<file path="src/rtl/rb2_arb_pkg.sv">
// Shared definitions for the RB2 register-bank arbiter: FSM state encoding,
// default bank geometry and the port identifiers used by the grant logic.
package rb2_arb_pkg;

    localparam int RB2_ADDR_W = 3;
    localparam int RB2_DATA_W = 18;

    localparam logic PORT_A = 1'b0;
    localparam logic PORT_B = 1'b1;

    typedef enum logic [2:0] {
        ST_IDLE    = 3'd0,
        ST_ACCESS  = 3'd1,
        ST_CAPTURE = 3'd2,
        ST_VERIFY  = 3'd3,
        ST_ACK     = 3'd4
    } state_e;

endpackage

</file>
<file path="src/rtl/rb2_rr_pick.sv">
// Two-way round-robin picker. A lone request wins outright; on a tie the port
// that did not win last time is granted. Purely combinational.
module rb2_rr_pick
    import rb2_arb_pkg::*;
(
    input  logic a_req,
    input  logic b_req,
    input  logic rr_last,
    output logic grant,
    output logic valid
);

    // Grant selection: tie goes to the port opposite rr_last.
    always_comb begin
        valid = a_req | b_req;
        grant = PORT_A;
        if (a_req && b_req) begin
            grant = (rr_last == PORT_A) ? PORT_B : PORT_A;
        end else if (b_req) begin
            grant = PORT_B;
        end
    end

endmodule

</file>
<file path="src/rtl/rb2_arbiter.sv">
// RB2 arbiter: shares the single-port 8x18 bank RB2 between port A and port B.
// Each access runs IDLE -> ACCESS -> (CAPTURE for reads) -> ACK -> IDLE.
// Handshake: a request is a level sampled only in IDLE; rw/addr/wdata need
// only be valid in that sampling cycle. Completion is a one-cycle ack pulse,
// with rdata valid alongside it for reads.
// Optional build macro RB2_VERIFY_EN: read back every write through a VERIFY
// state, retrying up to MAX_RETRY times and raising sticky err on failure.
module rb2_arbiter
    import rb2_arb_pkg::*;
#(
    parameter int ADDR_W    = RB2_ADDR_W,
    parameter int DATA_W    = RB2_DATA_W,
    parameter int WR_TOTAL  = 8,
    parameter int MAX_RETRY = 3
) (
    input  logic              clk,
    input  logic              rst,
    input  logic              a_req,
    input  logic              a_rw,
    input  logic [ADDR_W-1:0] a_addr,
    input  logic [DATA_W-1:0] a_wdata,
    output logic              a_ack,
    output logic [DATA_W-1:0] a_rdata,
    input  logic              b_req,
    input  logic              b_rw,
    input  logic [ADDR_W-1:0] b_addr,
    input  logic [DATA_W-1:0] b_wdata,
    output logic              b_ack,
    output logic [DATA_W-1:0] b_rdata,
    output logic              RB2_RW,
    output logic [ADDR_W-1:0] RB2_A,
    output logic [DATA_W-1:0] RB2_D,
    input  logic [DATA_W-1:0] RB2_Q,
    output logic              all_done,
    output logic              err,
    output state_e            dbg_state
);

    localparam int CNT_W = $clog2(WR_TOTAL + 1);
    localparam logic [CNT_W-1:0] CNT_MAX  = CNT_W'(WR_TOTAL);
    localparam logic [CNT_W-1:0] CNT_LAST = CNT_W'(WR_TOTAL - 1);

    if (MAX_RETRY < 1 || WR_TOTAL < 1) begin : g_bad_param
        $error("rb2_arbiter: MAX_RETRY and WR_TOTAL must be at least 1");
    end

    logic              pick_grant;
    logic              pick_valid;
    logic              sel_rw;
    logic [ADDR_W-1:0] sel_addr;
    logic [DATA_W-1:0] sel_wdata;

    state_e            state;
    logic              win;
    logic              rr_last;
    logic              lat_rw;
    logic              commit;
    logic [CNT_W-1:0]  wr_cnt;

`ifdef RB2_VERIFY_EN
    localparam int RETRY_W = $clog2(MAX_RETRY + 1);
    localparam logic [RETRY_W-1:0] RETRY_MAX = RETRY_W'(MAX_RETRY);
    logic [RETRY_W-1:0] retry;
    logic               vfy_phase;
`else
    assign err = 1'b0;
`endif

    rb2_rr_pick u_pick (
        .a_req   (a_req),
        .b_req   (b_req),
        .rr_last (rr_last),
        .grant   (pick_grant),
        .valid   (pick_valid)
    );

    // Route the winning requester's command fields toward the latch stage.
    always_comb begin
        sel_rw    = a_rw;
        sel_addr  = a_addr;
        sel_wdata = a_wdata;
        if (pick_grant == PORT_B) begin
            sel_rw    = b_rw;
            sel_addr  = b_addr;
            sel_wdata = b_wdata;
        end
    end

    assign dbg_state = state;

    // Access sequencer; RB2_A/RB2_D double as the latched address and write data.
    always_ff @(posedge clk or negedge rst) begin
        if (!rst) begin
            state    <= ST_IDLE;
            win      <= PORT_A;
            rr_last  <= PORT_B;
            lat_rw   <= 1'b1;
            commit   <= 1'b0;
            wr_cnt   <= '0;
            RB2_RW   <= 1'b1;
            RB2_A    <= '0;
            RB2_D    <= '0;
            a_ack    <= 1'b0;
            b_ack    <= 1'b0;
            a_rdata  <= '0;
            b_rdata  <= '0;
            all_done <= 1'b0;
`ifdef RB2_VERIFY_EN
            retry     <= '0;
            vfy_phase <= 1'b0;
            err       <= 1'b0;
`endif
        end else begin
            a_ack <= 1'b0;
            b_ack <= 1'b0;
            case (state)
                ST_IDLE: begin
                    RB2_RW <= 1'b1;
                    if (pick_valid) begin
                        win     <= pick_grant;
                        rr_last <= pick_grant;
                        lat_rw  <= sel_rw;
                        RB2_RW  <= sel_rw;
                        RB2_A   <= sel_addr;
                        RB2_D   <= sel_wdata;
`ifdef RB2_VERIFY_EN
                        retry   <= '0;
`endif
                        state   <= ST_ACCESS;
                    end
                end
                ST_ACCESS: begin
                    RB2_RW <= 1'b1;
                    if (lat_rw) begin
                        state <= ST_CAPTURE;
                    end else begin
`ifdef RB2_VERIFY_EN
                        vfy_phase <= 1'b0;
                        state     <= ST_VERIFY;
`else
                        a_ack  <= (win == PORT_A);
                        b_ack  <= (win == PORT_B);
                        commit <= 1'b1;
                        state  <= ST_ACK;
`endif
                    end
                end
                ST_CAPTURE: begin
                    RB2_RW <= 1'b1;
                    if (win == PORT_A) begin
                        a_rdata <= RB2_Q;
                    end else begin
                        b_rdata <= RB2_Q;
                    end
                    a_ack  <= (win == PORT_A);
                    b_ack  <= (win == PORT_B);
                    commit <= 1'b0;
                    state  <= ST_ACK;
                end
`ifdef RB2_VERIFY_EN
                ST_VERIFY: begin
                    RB2_RW <= 1'b1;
                    if (!vfy_phase) begin
                        vfy_phase <= 1'b1;
                    end else if (RB2_Q == RB2_D) begin
                        a_ack  <= (win == PORT_A);
                        b_ack  <= (win == PORT_B);
                        commit <= 1'b1;
                        state  <= ST_ACK;
                    end else if (retry < RETRY_MAX) begin
                        retry  <= retry + 1'b1;
                        RB2_RW <= 1'b0;
                        state  <= ST_ACCESS;
                    end else begin
                        err    <= 1'b1;
                        a_ack  <= (win == PORT_A);
                        b_ack  <= (win == PORT_B);
                        commit <= 1'b0;
                        state  <= ST_ACK;
                    end
                end
`endif
                ST_ACK: begin
                    RB2_RW <= 1'b1;
                    if (commit && wr_cnt != CNT_MAX) begin
                        wr_cnt <= wr_cnt + 1'b1;
                        if (wr_cnt == CNT_LAST) begin
                            all_done <= 1'b1;
                        end
                    end
                    commit <= 1'b0;
                    state  <= ST_IDLE;
                end
                default: begin
                    RB2_RW <= 1'b1;
                    state  <= ST_IDLE;
                end
            endcase
        end
    end

endmodule

</file>
<file path="config.mk">
export PLATFORM = sky130hd
export DESIGN_NAME = rb2_arbiter
export DESIGN_NICKNAME = d
export VERILOG_FILES = /design/src/rtl/rb2_arb_pkg.sv /design/src/rtl/rb2_rr_pick.sv /design/src/rtl/rb2_arbiter.sv
export SDC_FILE = /design/constraint.sdc
export NUM_CORES = 1
export LEC_CHECK = 0
export ABC_AREA = 1
export CAP_MARGIN = 20
export CELL_PAD_IN_SITES_DETAIL_PLACEMENT = 1
export CELL_PAD_IN_SITES_GLOBAL_PLACEMENT = 1
export CORE_AREA = 3 3 157 83
export DETAILED_ROUTE_END_ITERATION = 8
export DIE_AREA = 0 0 160 86
export GPL_TIMING_DRIVEN = 0
export PLACE_DENSITY_LB_ADDON = 0.3
export RECOVER_POWER = 25
export SYNTH_ARGS = -nofsm -noshare
export SYNTH_HDL_FRONTEND = slang
export SYNTH_SLANG_ARGS = --single-unit
</file>
<file path="constraint.sdc">
create_clock -name clk -period 1.2 [get_ports clk]
set_input_delay 0.24 -clock clk [delete_from_list [all_inputs] [get_ports clk]]
set_output_delay 0.24 -clock clk [all_outputs]
set_load 0.05 [all_outputs]
</file>
==> results of run 1 <==
-- worst register-to-register path, delay by kind of cell, from the launching register on --
| kind | cells | cell delay, ps |
|---|---|---|
| DFF | 1 | 450 |
| and+or+nand+nor | 4 | 470 |
| buffers and inverters | 3 | 340 |
-- power by group through the flow --
stage | Clock, mW | Sequential, mW | Combinational, mW
2_1_floorplan | 0 | 8.02 | 2.16
5_1_grt | 2.61 | 4.88 | 11.1
3_3_place_gp | 0 | 4.43 | 8.78
4_1_cts | 2.49 | 4.49 | 9.41
6_report | 2.41 | 4.71 | 10.5
3_5_place_dp | 0 | 4.46 | 8.95
-- timing repair --
action	CTS	global route
setup endpoints to repair	130	97
pin swaps	11	26
resized for setup	418	115
hold buffers	1	0
setup buffers	30	9
hold endpoints to repair	23	0
cloned	1	3
-- layer usage --
metal / track usage / up-vias
li1: - / 1567
met1: 0.194 / 1576
met2: 0.296 / 55
met3: 0.0434 / 8
met4: 0.0402 / 0
met5: 0 / -
-- logic make-up after synthesis --
group                      Yosys count  synth area share
and+or+nand+nor                    277             0.361
DFF                                 72             0.557
buffers and inverters               30            0.0556
AOI/OAI and AO/OA                    9            0.0147
adders and majority gates            2           0.00772
xor gates and xnor gates             1           0.00270
other                                1           0.00116
-- worst paths after layout --
path | to | slack, ps
worst max-delay path | b_rdata[15] | -160
worst min-delay path | RB2_RW | 290
worst max register to register | b_rdata[15] | -160
worst min register to register | RB2_D[17] | 460
max in group asynchronous | rr_last | -40
min in group asynchronous | a_rdata[4] | 490
-- state kept, by name, indices dropped and copies added, names as in the netlist --
register   count
RB2_D         18
a_rdata       18
b_rdata       18
wr_cnt         4
RB2_A          3
dbg_state      3
RB2_RW         1
a_ack          1
all_done       1
b_ack          1
commit         1
lat_rw         1
rr_last        1
win            1
-- area by class of cell --
type / count / area, sq um
inverters: 13 / 68.8
clock buffers: 12 / 246
plain buffers: 16 / 178
flip-flops and latches: 72 / 1810
well taps: 165 / 206
multi-input cells: 290 / 1500
clock inverters: 4 / 20.0
fillers: 1361 / 6000
repair buffers: 170 / 1670
-- cells in the final DEF (no fill, tap or decap), drive strengths merged --
| cell type | n |
|---|---|
| dfstp | 3 |
| nand4 | 3 |
| buf | 108 |
| nand2 | 237 |
| a21oi | 3 |
| nor2 | 9 |
| clkbuf | 26 |
| clkinv | 4 |
| dfrtp | 69 |
| o21ai | 5 |
| conb | 1 |
| dlygate4sd3 | 1 |
| nand3 | 27 |
| o21bai | 1 |
| clkdlybuf4s50 | 63 |
| xor2 | 1 |
| inv | 13 |
| ha | 2 |
| nor4 | 1 |
==> flow_summary_export.csv, run 1 <==
group,metric,value,unit
drt,vias,3206,
synthesis,syn_area,0.00324,sq mm
floorplan,dieArea,0.0138,sq mm
timing,whs,294,ps
final_layout,nets,640,
setup_path,cp_top_family,"simple AND/OR/NAND/NOR gates",
final_layout,n_antenna_cell,0,
drt,post_drt_wl_per_cell,15.4,um
drt,vias_per_cell,4.32,
synthesis,seq_area_frac_synth,0.557,
clock_tree,cts_root_buf,"clkbuf_16",
grt,antenna_found_initial,0,
power_and_ir_drop,intPower,9.03,mW
timing,hold_viol_final,0,
clock_tree,cts_made_buffers,9,
power_and_ir_drop,peakVddDrop,1.12,mV
final_layout,fin_util,0.488,
power_and_ir_drop,clockPowerShare,0.137,
synthesis,synthArstFlopShare,1.00,
placement,routabilityCongestion,0.715,
clock_tree,clkTransAtPathRegs,60,ps
floorplan,io_pins,131,
drt,ant_nets,0,
hold_path,hold_start,"b_req",
clock_tree,cts_tree,"yes",
synthesis,synthDistinctLibCells,25,
power_and_ir_drop,p_leak,2.87,nW
synthesis,syn_nets,460,
synthesis,ys.flop_type,"dfrtp_1",
placement,port_buffers,128,
synthesis,yosysMostFrequentCell,"nand2_1",
floorplan,chipHeight,86,um
drt,met3_length,360,um
synthesis,yosys.area.top_type,"dfrtp_1",
power_and_ir_drop,total_power,17.6,mW
power_and_ir_drop,p_switching,8.56,mW
placement,dpl.hpwl,7370,um
placement,pre_cts_slack,-553,ps
timing,rsz0062_at_grt,"true",
final_layout,layout-drive-gt1-share,0.388,
timing,setup_tns,-8040,ps
floorplan,fp-row-count,28,
clock_tree,clk_path_buf_depth,2,
timing,fin_ws,-164,ps
grt,grt_max_degree,50,
synthesis,ys_warn_count,0,
synthesis,syn_area_per_cell,8.27,sq um
synthesis,synth_common_cells,"224 x nand2_1, 69 x dfrtp_1, 26 x nand3_1",
timing,worstMarginPinSlew,674,ps
hold_path,hold_depth,3,
synthesis,ys_ff_latch,72,
timing,setup_violations,75,
grt,overflow,0,
power_and_ir_drop,p_comb_frac,0.595,
timing,timing.fmax,0.733,GHz
setup_path,path_buf_inv,3,
drt,routed_wl,11400,um
placement,dp_cells,686,
timing,slew_headroom,0.551,
setup_path,crit_cells,7,
clock_tree,clkLatencyLatePin,330,ps
setup_path,cp_max_fo,6,
drt,drt_iter0_markers,118,
setup_path,worstSetupPathType,"flop to flop",
power_and_ir_drop,p_per_area,3080,mW/mm^2
setup_path,critical-path-max-stage-delay,450,ps
timing,slew_viol_final,0,
drt,wl_met1,4870,um
drt,drc_errors,0,
synthesis,synth_edf_count,0,
outcome,status,"complete, but fails checks",
power_and_ir_drop,switching_share,0.487,
drt,firstDrtPassIters,4,
setup_path,worstReg2RegStart,"dbg_state[0]",
grt,grt_pass1_wl,17900,um
setup_path,worstRegToRegCells,7,
run,max_cap_violations,0,
power_and_ir_drop,power.share.sequential,0.268,
timing,finalCritPeriodShare,1.14,
floorplan,die_w,160,um
hold_path,hold_path_class,"input port to flop",
synthesis,synth_area_leaders,"dfrtp_1 53%, nand2_1 26%, nand3_1 4.0%",
setup_path,path_cells,"inv_2 > nand3_4 > nor2_8 > inv_8 > clkbuf_16 > nand2_2 > nand2_1",
timing,fin_skew,4.53,ps
final_layout,final_cell_area,0.00571,sq mm
setup_path,start_kind,"flop",
outcome,violations,"setup timing",
final_layout,finalNonFillerCells,742,
setup_path,end_kind,"flop",
timing,fin_crit,1360,ps
placement,place_area,0.00477,sq mm
floorplan,core_area,0.0117,sq mm
drt,highest_layer,"met4",
synthesis,syn_inst,392,
floorplan,start_util,0.277,
setup_path,crit_start,"dbg_state[0]",
final_layout,area_growth,76.0,%
setup_path,cp_data_arrival_time,1590,ps
setup_path,critPathSlowestCell,"dfrtp_2",
clock_tree,htreeDepth,3,
drt,met2WireLength,6110,um
synthesis,synth_top_area_share,0.533,
grt,first_global_vias,3436,
setup_path,critPathRequiredTime,1420,ps
clock_tree,clock_sinks,72,
grt,track_usage,0.163,
(Power assumes the default switching activity.)
==> run 2, diff against run 1 <==
--- a/config.mk
+++ b/config.mk
@@ -12,7 +12,6 @@
 export CORE_AREA = 3 3 157 83
 export DETAILED_ROUTE_END_ITERATION = 8
 export DIE_AREA = 0 0 160 86
-export GPL_TIMING_DRIVEN = 0
 export PLACE_DENSITY_LB_ADDON = 0.3
 export RECOVER_POWER = 25
 export SYNTH_ARGS = -nofsm -noshare
==> flow_summary_export.csv, run 2 (same netlist as run 1, synthesis figures left out) <==
group,metric,value,unit
final_layout,layout-drive-gt1-share,0.366,
floorplan,chipHeight,86,um
final_layout,layout_commonest_cell,"nand2_1",
placement,dp_cells,695,
floorplan,die_w,160,um
grt,grt_pass1_wl,17800,um
setup_path,worstSetupPathType,"flop to flop",
setup_path,cp_max_fo,8,
timing,slew_viol_final,0,
grt,grt_max_degree,25,
setup_path,path_buf_inv,2,
drt,routed_wl,12000,um
drt,firstDrtPassIters,4,
placement,routabilityCongestion,0.720,
placement,port_buffers,129,
grt,first_global_vias,3453,
timing,rsz0062_at_grt,"true",
drt,ant_nets,0,
final_layout,nets,632,
clock_tree,cts_made_buffers,9,
run,max_cap_violations,0,
timing,hold_viol_final,0,
drt,drt_iter0_markers,68,
grt,antenna_found_initial,0,
floorplan,io_pins,131,
floorplan,start_util,0.277,
outcome,status,"complete, but fails checks",
timing,fin_ws,-175,ps
setup_path,cp_top_family,"simple AND/OR/NAND/NOR gates",
setup_path,start_kind,"flop",
timing,worstMarginPinSlew,599,ps
power_and_ir_drop,peakVddDrop,1.04,mV
clock_tree,clkLatencyLatePin,340,ps
power_and_ir_drop,p_leak,3.09,nW
power_and_ir_drop,p_per_area,3240,mW/mm^2
outcome,violations,"setup timing",
setup_path,worstRegToRegCells,7,
final_layout,n_antenna_cell,0,
clock_tree,clkTransAtPathRegs,60,ps
floorplan,core_area,0.0117,sq mm
clock_tree,clock_sinks,72,
timing,finalCritPeriodShare,1.15,
power_and_ir_drop,total_power,20.5,mW
floorplan,dieArea,0.0138,sq mm
final_layout,reg_top3,"RB2_D (18), a_rdata (18), b_rdata (18)",
clock_tree,htreeDepth,3,
final_layout,final_cell_mix,"183 x nand2_1, 73 x buf_12, 64 x dfrtp_1, 64 x clkdlybuf4s50_1, 49 x nand2_2",
hold_path,hold_path_class,"input port to async pin",
setup_path,critPathSlowestCell,"dfrtp_2",
setup_path,path_cells,"nor2_4 > nand2_2 > nor2_4 > buf_12 > buf_12 > nand2_1 > nand2_1",
clock_tree,clk_path_buf_depth,2,
timing,slew_headroom,0.600,
setup_path,critPathRequiredTime,1470,ps
setup_path,crit_cells,7,
timing,fin_crit,1380,ps
timing,setup_violations,69,
clock_tree,cts_tree,"yes",
drt,vias,3225,
final_layout,area_growth,95.9,%
setup_path,critical-path-max-stage-delay,440,ps
drt,post_drt_wl_per_cell,16.3,um
grt,track_usage,0.165,
drt,vias_per_cell,4.39,
placement,dpl.hpwl,7830,um
drt,drc_errors,0,
timing,timing.fmax,0.727,GHz
floorplan,fp-row-count,28,
setup_path,end_kind,"flop",
timing,fin_skew,9.04,ps
clock_tree,cts_root_buf,"clkbuf_16",
final_layout,finalNonFillerCells,734,
setup_path,cp_data_arrival_time,1640,ps
grt,overflow,0,
[run 2: final timing paths]
| check | startpoint | slack [ps] | endpoint |
|---|---|---|---|
| min in group clk | RB2_Q[5] | 470 | a_rdata[5] |
| max | dbg_state[1] | -180 | RB2_D[12] |
| max reg2reg | dbg_state[1] | -180 | RB2_D[12] |
| min | rst | 440 | a_rdata[3] |
| max in group asynchronous | rst | 80 | dbg_state[1] |
| min reg2reg | rr_last | 480 | rr_last |
[run 2: area by class of cell]
| type | instances | area [sq um] |
|---|---|---|
| fillers | 1315 | 5350 |
| repair buffers | 175 | 2460 |
| flip-flops and latches | 72 | 1810 |
| multi-input cells | 290 | 1420 |
| clock buffers | 11 | 233 |
| well taps | 165 | 206 |
| clock inverters | 5 | 105 |
| inverters | 13 | 81.3 |
| repair inverters | 3 | 26.3 |
[run 2: timing repair]
| item | CTS | global route |
|---|---|---|
| cloned | 1 | 6 |
| setup buffers | 6 | 10 |
| setup endpoints to repair | 37 | 78 |
| gates resized for setup | 24 | 54 |
| pin swaps | 6 | 20 |
| hold buffers | 1 | 0 |
| hold endpoints to repair | 14 | 0 |
[run 2: per-layer routing]
layer	wire, um	vias to the layer above	GRT usage
met1	4800	1601	0.186
met5	0	-	0
met2	6610	65	0.313
li1	-	1545	-
met4	169	0	0.0425
met3	418	14	0.0429
[run 2: stage by stage]
| stage | cell area [sq um] | utilization | hold WS (ps) | setup WS (ps) | TNS, ps |
|---|---|---|---|---|---|
| after floorplan | 3260 | - | -55.6 | -200 | -8770 |
| after global placement | 5530 | 0.472 | 169 | -251 | -6130 |
| after CTS | 6030 | 0.515 | 359 | -95.9 | -2220 |
| final | 6350 | 0.543 | 440 | -175 | -5440 |
| after detailed placement | 5530 | 0.472 | 168 | -287 | -7380 |
| after global routing | 6350 | 0.543 | 488 | -238 | -9800 |
[run 2: where the power goes]
group | total, mW | switching (mW) | internal (mW)
Clock | 3.09 | 1.05 | 2.03
Combinational | 12.4 | 6.57 | 5.86
Sequential | 5.03 | 1.36 | 3.66
Total | 20.5 | 8.99 | 11.6
